File: src/rtl/pc_fetch_ctrl.sv
// IF-stage fetch controller: owns the fetch PC, runs a single-outstanding
// instruction-memory handshake and hands fetched words to ID with valid/ready.
module pc_fetch_ctrl #(
    parameter logic [31:0] RESET_PC  = 32'h0000_0000,
    parameter logic [31:0] NOP_INSTR = 32'h0000_0013
) (
    input  logic        clk,
    input  logic        rst,
    input  logic        redirect,
    input  logic [31:0] redirect_pc,
    input  logic        trap,
    input  logic [31:0] trap_vector,
    output logic        imem_req,
    output logic [31:0] imem_addr,
    input  logic        imem_gnt,
    input  logic        imem_rvalid,
    input  logic [31:0] imem_rdata,
    output logic        if_valid,
    output logic [31:0] if_pc,
    output logic [31:0] if_pc_plus4,
    output logic [31:0] if_instr,
    input  logic        id_ready,
    output logic [31:0] fetch_count
);

    typedef enum logic [2:0] {
        ST_BOOT  = 3'd0,
        ST_REQ   = 3'd1,
        ST_WAIT  = 3'd2,
        ST_DRAIN = 3'd3,
        ST_OUT   = 3'd4
    } state_t;

    state_t      state_q, state_d;
    logic [31:0] pc_q, pc_d;
    logic [31:0] req_pc_q, req_pc_d;
    logic [31:0] if_pc_q, if_pc_d;
    logic [31:0] if_instr_q, if_instr_d;
    logic [31:0] fetch_count_q, fetch_count_d;
    logic        imem_req_q, imem_req_d;
    logic        if_valid_q, if_valid_d;

    logic        redir_ev_s;
    logic [31:0] redir_raw_s;
    logic [31:0] redir_tgt_s;

    // Trap outranks a branch redirect; targets are always word aligned.
    assign redir_ev_s  = trap | redirect;
    assign redir_raw_s = trap ? trap_vector : redirect_pc;
    assign redir_tgt_s = {redir_raw_s[31:2], 2'b00};

    // Next-state and datapath update for the fetch sequencer.
    always_comb begin
        state_d       = state_q;
        pc_d          = pc_q;
        req_pc_d      = req_pc_q;
        if_pc_d       = if_pc_q;
        if_instr_d    = if_instr_q;
        if_valid_d    = if_valid_q;
        fetch_count_d = fetch_count_q;

        case (state_q)
            ST_BOOT: begin
                state_d = ST_REQ;
            end
            ST_REQ: begin
                if (redir_ev_s) begin
                    pc_d = redir_tgt_s;
                    // A grant in the redirect cycle leaves a stale response to drop.
                    if (imem_gnt) begin
                        state_d = ST_DRAIN;
                    end else begin
                        state_d = ST_REQ;
                    end
                end else if (imem_gnt) begin
                    req_pc_d = pc_q;
                    pc_d     = pc_q + 32'd4;
                    state_d  = ST_WAIT;
                end else begin
                    state_d = ST_REQ;
                end
            end
            ST_WAIT: begin
                if (redir_ev_s) begin
                    pc_d = redir_tgt_s;
                    if (imem_rvalid) begin
                        state_d = ST_REQ;
                    end else begin
                        state_d = ST_DRAIN;
                    end
                end else if (imem_rvalid) begin
                    if_instr_d = imem_rdata;
                    if_pc_d    = req_pc_q;
                    if_valid_d = 1'b1;
                    state_d    = ST_OUT;
                end else begin
                    state_d = ST_WAIT;
                end
            end
            ST_DRAIN: begin
                if (redir_ev_s) begin
                    pc_d = redir_tgt_s;
                end else begin
                    pc_d = pc_q;
                end
                if (imem_rvalid) begin
                    state_d = ST_REQ;
                end else begin
                    state_d = ST_DRAIN;
                end
            end
            ST_OUT: begin
                if (redir_ev_s) begin
                    if_valid_d = 1'b0;
                    if_instr_d = NOP_INSTR;
                    pc_d       = redir_tgt_s;
                    state_d    = ST_REQ;
                end else if (id_ready) begin
                    fetch_count_d = fetch_count_q + 32'd1;
                    if_valid_d    = 1'b0;
                    if_instr_d    = NOP_INSTR;
                    state_d       = ST_REQ;
                end else begin
                    state_d = ST_OUT;
                end
            end
            default: begin
                state_d    = ST_BOOT;
                if_valid_d = 1'b0;
                if_instr_d = NOP_INSTR;
            end
        endcase

        imem_req_d = (state_d == ST_REQ);
    end

    // State and registered outputs; reset abandons any in-flight fetch.
    always_ff @(posedge clk or posedge rst) begin
        if (rst) begin
            state_q       <= ST_BOOT;
            pc_q          <= RESET_PC;
            req_pc_q      <= 32'd0;
            if_pc_q       <= 32'd0;
            if_instr_q    <= NOP_INSTR;
            if_valid_q    <= 1'b0;
            fetch_count_q <= 32'd0;
            imem_req_q    <= 1'b0;
        end else begin
            state_q       <= state_d;
            pc_q          <= pc_d;
            req_pc_q      <= req_pc_d;
            if_pc_q       <= if_pc_d;
            if_instr_q    <= if_instr_d;
            if_valid_q    <= if_valid_d;
            fetch_count_q <= fetch_count_d;
            imem_req_q    <= imem_req_d;
        end
    end

    assign imem_req    = imem_req_q;
    assign imem_addr   = pc_q;
    assign if_valid    = if_valid_q;
    assign if_pc       = if_pc_q;
    assign if_pc_plus4 = if_pc_q + 32'd4;
    assign if_instr    = if_instr_q;
    assign fetch_count = fetch_count_q;

endmodule

File: config.mk
export PLATFORM = sky130hd
export DESIGN_NAME = pc_fetch_ctrl
export DESIGN_NICKNAME = d
export VERILOG_FILES = /design/src/rtl/pc_fetch_ctrl.sv
export SDC_FILE = /design/constraint.sdc
export NUM_CORES = 1
export LEC_CHECK = 0
export BUFFER_PORTS_ARGS = -buffer_cell sky130_fd_sc_hd__buf_2
export CAP_MARGIN = 15
export CORE_UTILIZATION = 36
export CTS_BUF_LIST = sky130_fd_sc_hd__clkbuf_8
export DETAILED_ROUTE_END_ITERATION = 7
export GPL_TIMING_DRIVEN = 0
export SLEW_MARGIN = 40
export SYNTH_ARGS = -nofsm -noshare
export SYNTH_HDL_FRONTEND = slang
export SYNTH_SLANG_ARGS = --single-unit
File: constraint.sdc
create_clock -name clk -period 7.1 [get_ports clk]
set_clock_uncertainty 0.1 [all_clocks]
set_input_delay 1.775 -clock clk [delete_from_list [all_inputs] [get_ports clk]]
set_output_delay 1.775 -clock clk [all_outputs]
set_load 0.02 [all_outputs]
# Yosys cells after proc, flatten, opt, wreduce, memory -nomap -nowiden
# Cells that the tools add are included.
# Widths: inputs -> output; s select.
[totals]
reg_bits = 165
inputBits = 103
output_inout_bits = 162
elab_cells = 57
[op_classes]
add_sub_neg = 3
n_eq_ne = 10
muxes = 24
bitwise = 3
reduce_logical = 9
[op_table]
columns = ["cell", "count"]
rows = [
  ["$mux 32", 8],
  ["$pmux 32 s3", 1],
  ["$add 32x3->32 const B", 2],
  ["$pmux 32 s2", 1],
  ["$add 32x1->32 const B", 1],
  ["$mux 3", 5],
  ["$pmux 3 s5", 1],
  ["$reduce_and 3->1", 4],
  ["$eq 3x1->1 const B", 2],
  ["$eq 3x2->1 const B", 2],
  ["$mux 2", 3],
  ["$ne 3x3->1 const B", 2],
  ["$reduce_or 3->1", 2],
  ["$mux 1", 4],
  ["$ne 2x2->1 const B", 2],
  ["$reduce_and 4->1", 1],
  ["$eq 3x3->1 const B", 1],
  ["$logic_not 3->1", 1],
  ["$pmux 1 s3", 1],
  ["$ne 2x1->1 const B", 1],
  ["$not 1->1", 2],
  ["$reduce_bool 2->1", 1],
  ["$or 1x1->1", 1],
]

# Longest topological paths before layout
[depth]
depth_word = 4
depth_mapped = 8
ltp_nobuf = 6

# Worst setup path after synthesis
# OpenSTA, ideal clock, no wires.
[synth_path]
path_kind = "register to output"
startpoint = "register if_pc_q[8], in the netlist if_pc[8]"
endpoint = "output if_pc_plus4[29]"
arrival_ns = 2.044
required_time_ns = 5.225
setup_slack_ns = 3.181
path_stages_with_launch = 6
path_buffers = 0
path_cell_list = "dfrtp_1 > nand4_1 > or3_1 > nor3_1 > nand4_1 > xnor2_1"
[synth_via]
elab_chain_len = 1
[synth_lines]
columns = ["element", "line", "text"]
rows = [
  ["start: declaration", "37", "logic [31:0] if_pc_q, if_pc_d;"],
  ["start signal: assignment", "152", "if_pc_q <= if_pc_d;"],
  ["$add 32x3->32", "164", "assign if_pc_plus4 = if_pc_q + 32'd4;"],
  ["end: declaration", "20", "output logic [31:0] if_pc_plus4,"],
]
# Every way passes these cells.

# Worst setup path after layout
# Ends and elaborated chain as after synthesis.

==> impl_metrics.yaml <==
global_route:
  met2_usage: 0.3295
  busiest_layer: "met2"
  track_usage: 0.2149
  use_met3: 0.04606
  grt_remaining_overflow: 0
  grtUsageMet1: 0.3022
  antenna_found_initial: 0
  grt_max_degree: 78
  grt_pass1_wl_um: 37230
  grt_pass1_vias: 6720
detailed_routing:
  routedWlPerCell_um: 16.95
  drc_errors: 0
  first_pass_iters: 5
  antenna_left: 0
  drt_iter0_drc: 489
  num_vias: 7210
  viasPerCell: 5.124
  wl_um: 23850
synth:
  yosysSeqAreaShare: 0.5028
  synth_top_area_cell: "dfrtp_1"
  synth_top_area_share: 0.4929
  async_flop_share: 1.000
  yosysWarningCount: 0
  syn_area_per_cell_um2: 9.440
  synthFlopType: "dfrtp_1"
  syn_area_um2: 7920
  synth_edf_count: 0
  synthesis.instances: 839
  yosysMostFrequentCell: "nand2_1"
  netlist-cell-type-count: 62
  synthTopCellsByCount: "nand2_1 (214), dfrtp_1 (156), xnor2_1 (41), nand3_1 (40), nor2_1 (39)"
  synth.ff_latch_count: 159
  ys_top_cells_by_area: "dfrtp_1 (49%), nand2_1 (10%), xnor2_1 (4.5%), a22o_1 (3.4%), nand3_1 (2.5%)"
critical_path:
  worstRegToRegCells: 5
  path_max_fanout: 7
  endpoint_kind: "primary output"
  critPathKind: "reg2out"
  worstPathArrival_ps: 2580
  worst_ep_required_time_ps: 5220
  startpoint_type: "register"
final_layout:
  drive_above_1_share: 0.2959
  final_area_um2: 10000
  antenna_cells: 0
  final-instance-count-excl-fill: 1407
  fin_util: 0.4698
  multi_input_area_um2: 3681
  layout.nets: 1225
  n_fill_cell: 2107
  syn2layout_area_growth_pct: 26.26
  layout.area.seq_um2: 3983
clock_tree:
  ctsHoldBuffers: 0
  cts.sinks: 159
  clk_pin_slew_ps: 90
  cts_root_buf: "clkbuf_8"
  ctsLongestPathBuffers: 2
  cts_tree: "built"
  htree_levels: 4
  cts_buffers: 17
  post_cts_resized: 0
  post_cts_buffers: 0
  insertion_delay_ps: 440
floorplanning:
  fp-row-count: 53
  die_width_um: 150.3
  start_util: 0.3721
  die_y_um: 150.3
  coreArea_um2: 21290
  dieArea_um2: 22600
  ios: 265
placed_design:
  placedCellCount: 1375
  place.gp.congestion: 0.8840
  dp_hpwl_um: 17750
  port_buffers: 254
  postPlaceCellArea_um2: 9617
power:
  power.leakage_nw: 5.218
  powerDensity_nw_per_um2: 240.7
  p_total_mw: 2.407
  ir_worst_vdd_uv: 107.2
sta:
  hold_viol: 0
  setup_viol: 0
  fmax_mhz: 224.4
  worst_pin_slew_ps: 810.3
  fin_crit_sh: 0.6278
  rsz0062_at_grt: "no"
  slew-limit-headroom: 0.4578
  slew_viol_final: 0
  fin_crit_ps: 4457
min_path:
  holdPathStages: 2
  hp-class: "reg2reg"
job:
  maxCapViolations: 0
status:
  status: "finished clean"
-- stage by stage --
step           hold WS (ps)  setup slack [ps]  TNS [ps]
2_1_floorplan         338.6             938.4         0
3_3_place_gp          345.0             -1138   -174920
3_5_place_dp          350.9              3062         0
4_1_cts               365.6              2585         0
5_1_grt               386.9              2341         0
6_report              365.7              2643         0
-- kinds of logic after synthesis --
| group | after synthesis | share of synthesized area |
|---|---|---|
| AND/OR/NAND/NOR | 387 | 0.2286 |
| AO/OA/AOI/OAI | 137 | 0.1223 |
| adder cells (fa/ha/maj) | 3 | 0.004740 |
| buffers and inverters | 62 | 0.03476 |
| multiplexers | 31 | 0.04107 |
| XOR/XNOR | 59 | 0.06524 |
| flip-flops | 159 | 0.5028 |
| other | 1 | 0.0004735 |
-- area by class of cell --
cell class / instances / area share
Sequential cell: 159 / 0.3983
Clock buffer: 18 / 0.02477
Clock inverter: 14 / 0.01339
Timing Repair Buffer: 256 / 0.1326
Inverter: 16 / 0.006757
Buffer: 46 / 0.02165
Tap cell: 275 / 0.03441
Multi-Input combinational cell: 623 / 0.3681
-- per-layer routing --
| metal | routed length, um | share of wire | vias to the layer above |
|---|---|---|---|
| met2 | 10990 | 0.46 | 284 |
| met1 | 10950 | 0.46 | 3391 |
| li1 | - | - | 3503 |
| met5 | 0 | 0 | - |
| met4 | 535 | 0.022 | 0 |
| met3 | 1377 | 0.058 | 32 |
-- power breakdown --
group | switching (mW) | leakage [nW] | internal, mW
Clock | 0.367 | 0.178 | 0.293
Sequential | 0.142 | 2.06 | 1.04
Combinational | 0.352 | 2.98 | 0.214
-- worst max-delay path, stage by stage, from the launching register on --
cell and delay, ps:
dfrtp_1 480, nand4_1 240, or3_1 470, nor3_1 460, nand4_1 180, xnor2_1 150, buf_2 170
-- placed cells by master (no fill, tap or decap), drive strengths merged, types with 5 or more instances in the layout --
cell / Yosys / routed
a21oi: 30 / 30
a22o: 31 / 31
and2: 6 / 6
and3: 6 / 6
and4: 13 / 13
buf: 24 / 280
clkbuf: 22 / 40
clkinvlp: 0 / 6
conb: 1 / 6
dfrtp: 156 / 156
inv: 16 / 21
mux2: 12 / 12
mux2i: 19 / 19
nand2: 214 / 214
nand3: 40 / 40
nand4: 25 / 25
nor2: 39 / 39
nor2b: 7 / 7
nor3: 18 / 18
nor4: 5 / 5
o21ai: 23 / 23
o22a: 7 / 7
o22ai: 8 / 8
or3: 5 / 5
xnor2: 41 / 41
xor2: 18 / 18
-- worst paths after layout --
kind,endpoint,startpoint,slack (ps)
worst max-delay path,if_pc_plus4[29],if_pc[8],2640
worst min-delay path,if_instr[1],if_instr[1],370
min in group asynchronous,if_instr[21],rst,1170
max in group asynchronous,req_pc_q[28],rst,5070
worst min register to register,if_instr[1],if_instr[1],370
worst max register to register,imem_addr[31],imem_addr[4],4490
-- state kept, by name, summed over array words and instances (netlist names) --
name         cells
imem_req         1
if_valid         1
if_pc           30
if_instr        32
imem_addr       30
req_pc_q        30
fetch_count     32
state_q          3
Power figures use the tool's default switching activity.
